<file path="config.mk">
export PLATFORM = sky130hd
export DESIGN_NAME = vram_arbiter
export DESIGN_NICKNAME = d
export VERILOG_FILES = /design/src/rtl/vram_pkg.sv /design/src/rtl/vram_wrfifo.sv /design/src/rtl/vram_arbiter.sv
export SDC_FILE = /design/constraint.sdc
export NUM_CORES = 1
export LEC_CHECK = 0
export BUFFER_PORTS_ARGS = -buffer_cell sky130_fd_sc_hd__buf_2
export CAP_MARGIN = 20
export CORE_AREA = 5 5 81 139
export CTS_CLUSTER_DIAMETER = 50
export DETAILED_ROUTE_END_ITERATION = 10
export DIE_AREA = 0 0 86 144
export GPL_TIMING_DRIVEN = 0
export PLACE_DENSITY = 0.85
export SLEW_MARGIN = 20
export SYNTH_ARGS = -nofsm -noshare
export SYNTH_HDL_FRONTEND = slang
export SYNTH_HIERARCHICAL = 1
export SYNTH_SLANG_ARGS = --single-unit
</file>
<file path="constraint.sdc">
create_clock -name rgb_clk -period 4.84 [get_ports rgb_clk]
set_clock_uncertainty 0.1 [all_clocks]
set_input_delay 0.484 -clock rgb_clk [delete_from_list [all_inputs] [get_ports rgb_clk]]
set_output_delay 0.484 -clock rgb_clk [all_outputs]
set_load 0.05 [all_outputs]
</file>
<file path="src/rtl/vram_pkg.sv">
// vram_pkg: shared types and constants for the capture VRAM arbiter.
//   VRAM_AW / VRAM_DW : VRAM address and pixel widths.
//   vram_wr_t         : one pending pixel write (address + data).
//   vram_gnt_t        : which operation owns the single VRAM port this cycle.
package vram_pkg;

   localparam int VRAM_AW = 16;
   localparam int VRAM_DW = 2;

   typedef struct packed {
      logic [VRAM_AW-1:0] addr;
      logic [VRAM_DW-1:0] data;
   } vram_wr_t;

   typedef enum logic [1:0] {
      GNT_IDLE,
      GNT_WR,
      GNT_RD
   } vram_gnt_t;

endpackage

</file>
<file path="src/rtl/vram_wrfifo.sv">
// vram_wrfifo: small register FIFO holding sampler writes displaced by reads.
// Entries are kept compacted in age order: slot 0 is the head (oldest) and
// slot level-1 is the newest. A pop shifts every slot down by one.
// Ports:
//   rgb_clk, rst_n : clock, synchronous active-low reset
//   push, push_entry : append one write
//   pop            : drop the head (ignored when empty)
//   level          : occupancy 0..DEPTH
//   head           : oldest entry
//   entries        : all slots flattened, slot i at [i*EW +: EW]
//   entry_valid    : bit i set when slot i holds a live entry
module vram_wrfifo
   import vram_pkg::*;
#(
   parameter int DEPTH = 4,
   localparam int LW = $clog2(DEPTH) + 1,
   localparam int EW = VRAM_AW + VRAM_DW
)(
   input  logic                rgb_clk,
   input  logic                rst_n,
   input  logic                push,
   input  logic [EW-1:0]       push_entry,
   input  logic                pop,
   output logic [LW-1:0]       level,
   output logic [EW-1:0]       head,
   output logic [DEPTH*EW-1:0] entries,
   output logic [DEPTH-1:0]    entry_valid
);

   localparam logic [LW-1:0] FULL_LEVEL = LW'(DEPTH);

   vram_wr_t      mem_reg  [DEPTH];
   vram_wr_t      mem_next [DEPTH];
   logic [LW-1:0] level_reg;
   logic [LW-1:0] level_next;
   logic [LW-1:0] wr_idx;
   logic          do_pop;
   logic          do_push;

   assign do_pop  = pop && (level_reg != '0);
   // A push into a full FIFO is only accepted alongside a pop.
   assign do_push = push && ((level_reg != FULL_LEVEL) || do_pop);
   // The new entry lands just above the last live slot after the shift.
   assign wr_idx  = level_reg - LW'(do_pop);

   assign level_next = level_reg - LW'(do_pop) + LW'(do_push);

   genvar gi;
   generate
      for (gi = 0; gi < DEPTH; gi++) begin : g_slot
         vram_wr_t shifted;
         if (gi < DEPTH - 1) begin : g_mid
            assign shifted = do_pop ? mem_reg[gi+1] : mem_reg[gi];
         end else begin : g_last
            assign shifted = mem_reg[gi];
         end
         assign mem_next[gi] = (do_push && (wr_idx == LW'(gi))) ? vram_wr_t'(push_entry) : shifted;
         assign entries[gi*EW +: EW] = mem_reg[gi];
         assign entry_valid[gi]      = LW'(gi) < level_reg;
      end
   endgenerate

   always_ff @(posedge rgb_clk) begin
      if (!rst_n) begin
         level_reg <= '0;
         mem_reg   <= '{default: '0};
      end else begin
         level_reg <= level_next;
         mem_reg   <= mem_next;
      end
   end

   assign level = level_reg;
   assign head  = mem_reg[0];

endmodule

</file>
<file path="src/rtl/vram_arbiter.sv">
// vram_arbiter: shares the single-port capture VRAM between the sampler's
// unstallable write stream and a stallable req/ack reader.
// Ports:
//   rgb_clk, rst_n           : clock, synchronous active-low reset
//   wr_en, wr_addr, wr_data  : sampler write stream (one per clock max)
//   rd_req, rd_addr, rd_ack  : read handshake (addr held until ack)
//   rd_valid, rd_data        : read response, one cycle after rd_ack
//   ram_addr, ram_wdata, ram_we, ram_rdata : VRAM port (1-cycle read)
//   fifo_level               : write FIFO occupancy
module vram_arbiter
   import vram_pkg::*;
#(
   parameter int DEPTH    = 4,
   parameter int MAX_WAIT = 8,
   localparam int LW = $clog2(DEPTH) + 1,
   localparam int EW = VRAM_AW + VRAM_DW
)(
   input  logic               rgb_clk,
   input  logic               rst_n,
   input  logic               wr_en,
   input  logic [VRAM_AW-1:0] wr_addr,
   input  logic [VRAM_DW-1:0] wr_data,
   input  logic               rd_req,
   input  logic [VRAM_AW-1:0] rd_addr,
   output logic               rd_ack,
   output logic               rd_valid,
   output logic [VRAM_DW-1:0] rd_data,
   output logic [VRAM_AW-1:0] ram_addr,
   output logic [VRAM_DW-1:0] ram_wdata,
   output logic               ram_we,
   input  logic [VRAM_DW-1:0] ram_rdata,
   output logic [LW-1:0]      fifo_level
);

   localparam logic [7:0]    MAX_WAIT_C = 8'(MAX_WAIT);
   localparam logic [LW-1:0] FULL_LEVEL = LW'(DEPTH);

   vram_gnt_t          gnt;
   vram_wr_t           in_wr;
   vram_wr_t           head_wr;
   vram_wr_t           wc;
   vram_wr_t           fifo_ent [DEPTH];
   logic [EW-1:0]      fifo_head;
   logic [DEPTH*EW-1:0] fifo_entries;
   logic [DEPTH-1:0]   fifo_valid;
   logic [LW-1:0]      level;
   logic               fifo_nonempty;
   logic               wc_valid;
   logic               forced;
   logic               push;
   logic               pop;

   logic [7:0]         wait_cnt_reg, wait_cnt_next;
   logic               rd_valid_reg;
   logic               fwd_hit_reg, fwd_hit_next;
   logic [VRAM_DW-1:0] fwd_data_reg, fwd_data_next;

   vram_wrfifo #(.DEPTH(DEPTH)) u_wrfifo (
      .rgb_clk     (rgb_clk),
      .rst_n       (rst_n),
      .push        (push),
      .push_entry  (in_wr),
      .pop         (pop),
      .level       (level),
      .head        (fifo_head),
      .entries     (fifo_entries),
      .entry_valid (fifo_valid)
   );

   genvar gi;
   generate
      for (gi = 0; gi < DEPTH; gi++) begin : g_ent
         assign fifo_ent[gi] = fifo_entries[gi*EW +: EW];
      end
   endgenerate

   assign in_wr         = '{addr: wr_addr, data: wr_data};
   assign head_wr       = fifo_head;
   assign fifo_nonempty = (level != '0);
   // Queued writes always go first so VRAM sees them in sampler order.
   assign wc            = fifo_nonempty ? head_wr : in_wr;
   assign wc_valid      = fifo_nonempty || wr_en;
   // A read may only displace the stream if the FIFO has room for the
   // write it displaces.
   assign forced        = (wait_cnt_reg >= MAX_WAIT_C) && (level < FULL_LEVEL);

   always_comb begin
      gnt = GNT_IDLE;
      if (rd_req && (!wc_valid || forced)) begin
         gnt = GNT_RD;
      end else if (wc_valid) begin
         gnt = GNT_WR;
      end
   end

   always_comb begin
      rd_ack    = 1'b0;
      ram_we    = 1'b0;
      ram_addr  = '0;
      ram_wdata = '0;
      push      = 1'b0;
      pop       = 1'b0;
      case (gnt)
         GNT_RD: begin
            rd_ack   = 1'b1;
            ram_addr = rd_addr;
            push     = wr_en;
         end
         GNT_WR: begin
            ram_we    = 1'b1;
            ram_addr  = wc.addr;
            ram_wdata = wc.data;
            // With an empty FIFO the incoming write bypasses it entirely.
            pop       = fifo_nonempty;
            push      = fifo_nonempty && wr_en;
         end
         default: ;
      endcase
   end

   // Forwarding only matters on a read grant, where nothing is popped, so the
   // post-cycle contents are the live slots plus this cycle's incoming write.
   // Scanning oldest to newest lets the newest match win.
   always_comb begin
      fwd_hit_next  = 1'b0;
      fwd_data_next = '0;
      for (int i = 0; i < DEPTH; i++) begin
         if (fifo_valid[i] && (fifo_ent[i].addr == rd_addr)) begin
            fwd_hit_next  = 1'b1;
            fwd_data_next = fifo_ent[i].data;
         end
      end
      if (wr_en && (wr_addr == rd_addr)) begin
         fwd_hit_next  = 1'b1;
         fwd_data_next = wr_data;
      end
   end

   always_comb begin
      wait_cnt_next = '0;
      if (rd_req && !rd_ack) begin
         wait_cnt_next = (wait_cnt_reg == 8'hff) ? 8'hff : wait_cnt_reg + 8'd1;
      end
   end

   always_ff @(posedge rgb_clk) begin
      if (!rst_n) begin
         wait_cnt_reg <= '0;
         rd_valid_reg <= 1'b0;
         fwd_hit_reg  <= 1'b0;
         fwd_data_reg <= '0;
      end else begin
         wait_cnt_reg <= wait_cnt_next;
         rd_valid_reg <= rd_ack;
         fwd_hit_reg  <= rd_ack && fwd_hit_next;
         fwd_data_reg <= fwd_data_next;
      end
   end

   assign rd_valid   = rd_valid_reg;
   assign rd_data    = rd_valid_reg ? (fwd_hit_reg ? fwd_data_reg : ram_rdata) : '0;
   assign fifo_level = level;

endmodule

</file>
======== Word level (Yosys, flattened, before mapping) ========
Cells that the tools add are included.
cells by class
  reductions and logical operators ........ 27
  muxes and demuxes ....................... 28
  equal/unequal tests ..................... 12
  order comparisons ....................... 6
  add/subtract/negate cells ............... 3
operator list
  kind                   count
  $mux W18               7
  $eq A16 B16 Y1         5
  $pmux W16 S2           1
  $mux W2                9
  $logic_and A1 B1 Y1    16
  $mux W1                9
  $add A8 B1 Y8 const B  1
  $eq A8 B8 Y1 const B   1
  $ge A8 B4 Y1 const B   1
  $mux W8                1
  $eq A3 B2 Y1 const B   2
  $lt A1 B3 Y1 const A   2
  $lt A2 B3 Y1 const A   2
  $reduce_bool A2 Y1     3
  $add A3 B1 Y3          1
  $eq A3 B1 Y1 const B   1
  $logic_not A3 Y1       1
  $logic_or A1 B1 Y1     3
  $lt A3 B3 Y1 const B   1
  $ne A3 B3 Y1 const B   1
  $reduce_bool A3 Y1     1
  $sub A3 B1 Y3          1
  $eq A2 B1 Y1 const B   1
  $eq A2 B2 Y1 const B   1
  3 further kinds        4
word-level totals
  register bits after elaboration ......... 87
  bits of input ports ..................... 40
  logic and storage cells ................. 89

======== Logic depth before layout (Yosys ltp) ========
  depth in word-level cells ............... 13
  depth in mapped cells ................... 20
  depth with buffers taken out ............ 14

======== By module ========
Netlist, hierarchy kept.
by module, submodules not included
  module        sequential area each (sq um)  area an instance (sq um)  cells an instance  times used
  vram_wrfifo   1501.4                        3798.6                    399                1
  vram_arbiter  240.2                         2020.7                    289                1

======== Least setup slack after synthesis ========
Ideal clock, no wire load.
  kind .................................... reg-to-reg
  start ................................... register u_wrfifo.level_reg[1], in the netlist u_wrfifo/level[1]
  end ..................................... register u_wrfifo.mem_reg, in the netlist u_wrfifo/entries[7]
  stages on the path, launching flop included .. 19
  setup slack ............................. 0.335 ns
  setup time .............................. 0.070 ns
  buffers on the path ..................... 6
  arrival ................................. 4.335 ns
  cell sequence ........................... dfxtp_1 > or3_1 > o22a_1 > nand2b_1 > clkbuf_1 > clkbuf_1 > inv_1 > nor2_1 > o31ai_1 > buf_2 > buf_2 > inv_1 > ha_1 > ha_1 > nand2_1 > or4b_1 > buf_2 > buf_6 > a21oi_1
between the ends
  longest elaborated chain between the ends .. 13
  elaborated cells between the ends (all ways) .. 23
RTL lines
  element                                                               RTL line                              source
  start, declared                                                       vram_wrfifo.sv:34                     logic [LW-1:0] level_reg;
  start signal, assigned                                                vram_wrfifo.sv:68                     level_reg <= level_next;
  parallel branches: the longest is 7 deep, another holds $lt A3 B3 Y1  --
  $mux W1 (*)                                                           vram_arbiter.sv:103                   case (gnt)
  named net pop                                                         vram_arbiter.sv:51                    logic pop;
  $logic_and A1 B1 Y1 (*)                                               vram_wrfifo.sv:40                     assign do_pop = pop && (level_reg != '0);
  $sub A3 B1 Y3 or $logic_or A1 B1 Y1 (tied branches)                   vram_wrfifo.sv:44, vram_wrfifo.sv:42
  $logic_not A3 Y1 or $logic_and A1 B1 Y1 (tied branches)               vram_wrfifo.sv:57, vram_wrfifo.sv:42
  $logic_and A1 B1 Y1                                                   vram_wrfifo.sv:57                     assign mem_next[gi] = (do_push && (wr_idx == LW'(gi))) ? vram_wr_t'(push_entry) : shifted;
  $mux W18 or $reduce_bool A2 Y1 (tied branches)                        --
  end signal, assigned                                                  vram_wrfifo.sv:69                     mem_reg <= mem_next;
  end, declared                                                         vram_wrfifo.sv:32                     vram_wr_t mem_reg [DEPTH];
Mark *: on every way through the listed nets, which the timed path passes.
A chain may end at the register's enable or synchronous reset.

======== Worst setup path after layout ========
  start ................................... register u_wrfifo.level_reg[2], in the netlist u_wrfifo/level[2]
  end ..................................... register u_wrfifo.mem_reg, in the netlist u_wrfifo/entries[43]
between the ends
  longest elaborated chain between the ends .. 13
  elaborated cells between the ends (all ways) .. 23
RTL lines
  element                                                               RTL line
  parallel branches: the longest is 7 deep, another holds $lt A3 B3 Y1  --
  $mux W1 (*)                                                           vram_arbiter.sv:103
  named net pop                                                         vram_arbiter.sv:51
  $logic_and A1 B1 Y1 (*)                                               vram_wrfifo.sv:40
  $sub A3 B1 Y3 or $logic_or A1 B1 Y1 (tied branches)                   vram_wrfifo.sv:44, vram_wrfifo.sv:42
  $eq A3 B2 Y1 or $logic_and A1 B1 Y1 (tied branches)                   vram_wrfifo.sv:57, vram_wrfifo.sv:42
  $logic_and A1 B1 Y1                                                   vram_wrfifo.sv:57
  $mux W18 or $reduce_bool A2 Y1 (tied branches)                        --
Marked as above.

==> impl_metrics.toml <==
[drt]
wl_per_cell_um = 22.9
route.vias.total = 5679
dr.pass1.iters = 6
wl_um = 20200
drc = 0
drt-initial-drc-count = 632
antenna_left = 0
vias_per_cell = 6.46

[synthesis]
synth_flop_cell = "dfxtp_1"
synthCells = 688
synth-seq-cells = 87
syn_area_per_cell_um2 = 8.46
syn-num-nets = 733
synth-seq-area-share = 0.299
synth-edff-count = 0
async_flop_share = 0
synth_top_area_share = 0.299
yosys.area.top_type = "dfxtp_1"
ys_types = 46
synthesis.area_um2 = 5820
synth.area.top_cells = "dfxtp_1 30%, mux2i_1 13%, o41ai_1 8.1%"
synth_most_common_cell = "dfxtp_1"
ys_warn_count = 6
synthTopCellsByCount = "87 x dfxtp_1, 75 x mux2i_1, 66 x nand2_1"

[placement]
post-place-ws_ns = -0.0879
routabilityCongestion = 1.11
placedInstanceArea_um2 = 6220
dp_cells = 864
portBuffers = 49
hpwl_um = 15700

[floorplan]
ios = 66
core_um2 = 10100
start_util = 0.575
placementRows = 49
dieWidth_um = 86
fp.dieH_um = 144
die_area_um2 = 12400

[worst_hold_path]
min_to = "u_wrfifo/entries[55]"
min-delay-start = "wr_data[1]"
hold_depth = 3
hp-class = "in2reg"

[global_routing]
grt_pass1_vias = 5718
antenna_found_initial = 0
grt_pass1_wl_um = 30100
grt_max_degree = 17
grt_use_total = 0.321
grt_overflow = 0

[worst_setup_path]
r2r-end = "u_wrfifo/entries[43]"
rr_worst_depth = 18
path_max_fanout = 10
crit_type = "reg2reg"
r2r_start = "u_wrfifo/level[2]"
end_kind = "flip-flop"
arrival_ns = 4.82
r2r_slack_ns = 0.17
start_kind = "flip-flop"
cp.required_ns = 5.00

[pwr]
p_leak_nw = 2.82
powerDensity_nw_per_um2 = 623
irDropWorstVdd_mv = 0.368

[timing]
worst_slack_ns = 0.173
period_needed_ns = 4.67
maxSlewViolCount = 0
fin_setup_tns_ns = 0
timing.hold.ws_ns = 0.346
slew_headroom = 0.517
setup_viol = 0
tightest_slew_ns = 0.718
fmax_mhz = 214
period_share = 0.964
hold_viol = 0

[clock_network]
hold_buffers = 0
cts_tree = "built"
clk_pin_slew_worst_paths_ns = 0.07
cts_sinks = 87
htreeDepth = 3
post_cts_buffers = 0
cts_buffers = 9
cts_buffer_depth = 2
clock_tree.root_cell = "clkbuf_16"
ctsResizeCount = 2
clkLatencyLatePin_ns = 0.34

[layout]
syn_to_final_growth_pct = 13.0
regArea_um2 = 1740
finalNonFillerCells = 879
fillers = 894
final_area_um2 = 6570
diodes = 0
nets = 792
largest_reg_flops = 72
multiInputGateArea_um2 = 3540
final_layout_size_suffix_gt1_frac = 0.185

[flow_run]
cap_violations = 0

[outcome]
status = "completed"
==> cell type report <==
| type | count | area share |
|---|---|---|
| clock buffer | 9 | 0.0343 |
| clock inverter | 7 | 0.0154 |
| sequential | 87 | 0.265 |
| tap | 127 | 0.0242 |
| buffer | 87 | 0.0767 |
| inverter | 15 | 0.00856 |
| timing repair buffer | 49 | 0.0373 |
| multi-input combinational | 498 | 0.539 |
==> layout by cell type, fill, tap and decap left out, types with 27 or more instances in the layout <==
master and instances:
a21oi_1 64, buf_2 75, clkbuf_1 27, dfxtp_1 87
mux2i_1 75, nand2_1 65, o41ai_1 54, xnor2_1 50
xor2_1 31
==> where the power goes <==
group	leakage (nW)	switching [W]	internal, W
combinational	1.96	0.00158	0.000718
sequential	0.704	0.000168	0.000868
clock	0.153	0.000309	0.000458
total	2.82	0.00205	0.00204
==> critical path, cell delays in order, from the launching register on <==
cell      delay (ns)
dfxtp_1         0.42
buf_4           0.20
or3_1           0.36
o22a_1          0.23
nand2b_2        0.30
clkbuf_2        0.27
inv_1           0.13
nor2_1          0.07
o31ai_1         0.11
clkbuf_4        0.28
buf_4           0.26
inv_1           0.08
ha_1            0.19
ha_1            0.37
nand2b_1        0.14
buf_1           0.41
clkbuf_2        0.35
o41ai_1         0.11
a21oi_1         0.20
==> routing by layer <==
layer	wire [um]	GRT usage
met5	0	0
met4	1370	0.239
met3	1350	0.0496
met2	10100	0.550
met1	7380	0.351
==> stage by stage <==
step,power (W),util
floorplan,0.00265,-
global placement,0.00321,0.615
detailed placement,0.00326,0.615
CTS,0.00403,0.648
global route,0.00425,0.650
finish,0.00410,0.650
==> worst max path at each step <==
| stage | from | to | cells after the start |
|---|---|---|---|
| after floorplan | u_wrfifo/level[1] | u_wrfifo/entries[7] | 18 |
| after global placement | u_wrfifo/level[2] | u_wrfifo/entries[11] | 19 |
| after detailed placement | u_wrfifo/level[2] | u_wrfifo/entries[9] | 19 |
| after CTS | u_wrfifo/level[2] | u_wrfifo/entries[13] | 19 |
| after global routing | u_wrfifo/level[2] | u_wrfifo/entries[34] | 19 |
| final | u_wrfifo/level[2] | u_wrfifo/entries[43] | 18 |
==> cells by family (layout without fill, tap and decap cells) <==
logic type | after synthesis | in the layout | share of synthesized area
xor gates and xnor gates | 83 | 83 | 0.127
AOI/OAI and AO/OA | 152 | 152 | 0.181
DFF | 87 | 87 | 0.299
muxes | 75 | 75 | 0.129
adders and majority gates | 5 | 5 | 0.0108
buffers and inverters | 103 | 167 | 0.0952
and+or+nand+nor | 183 | 183 | 0.157
No activity file was read; power rests on OpenSTA's default activity.
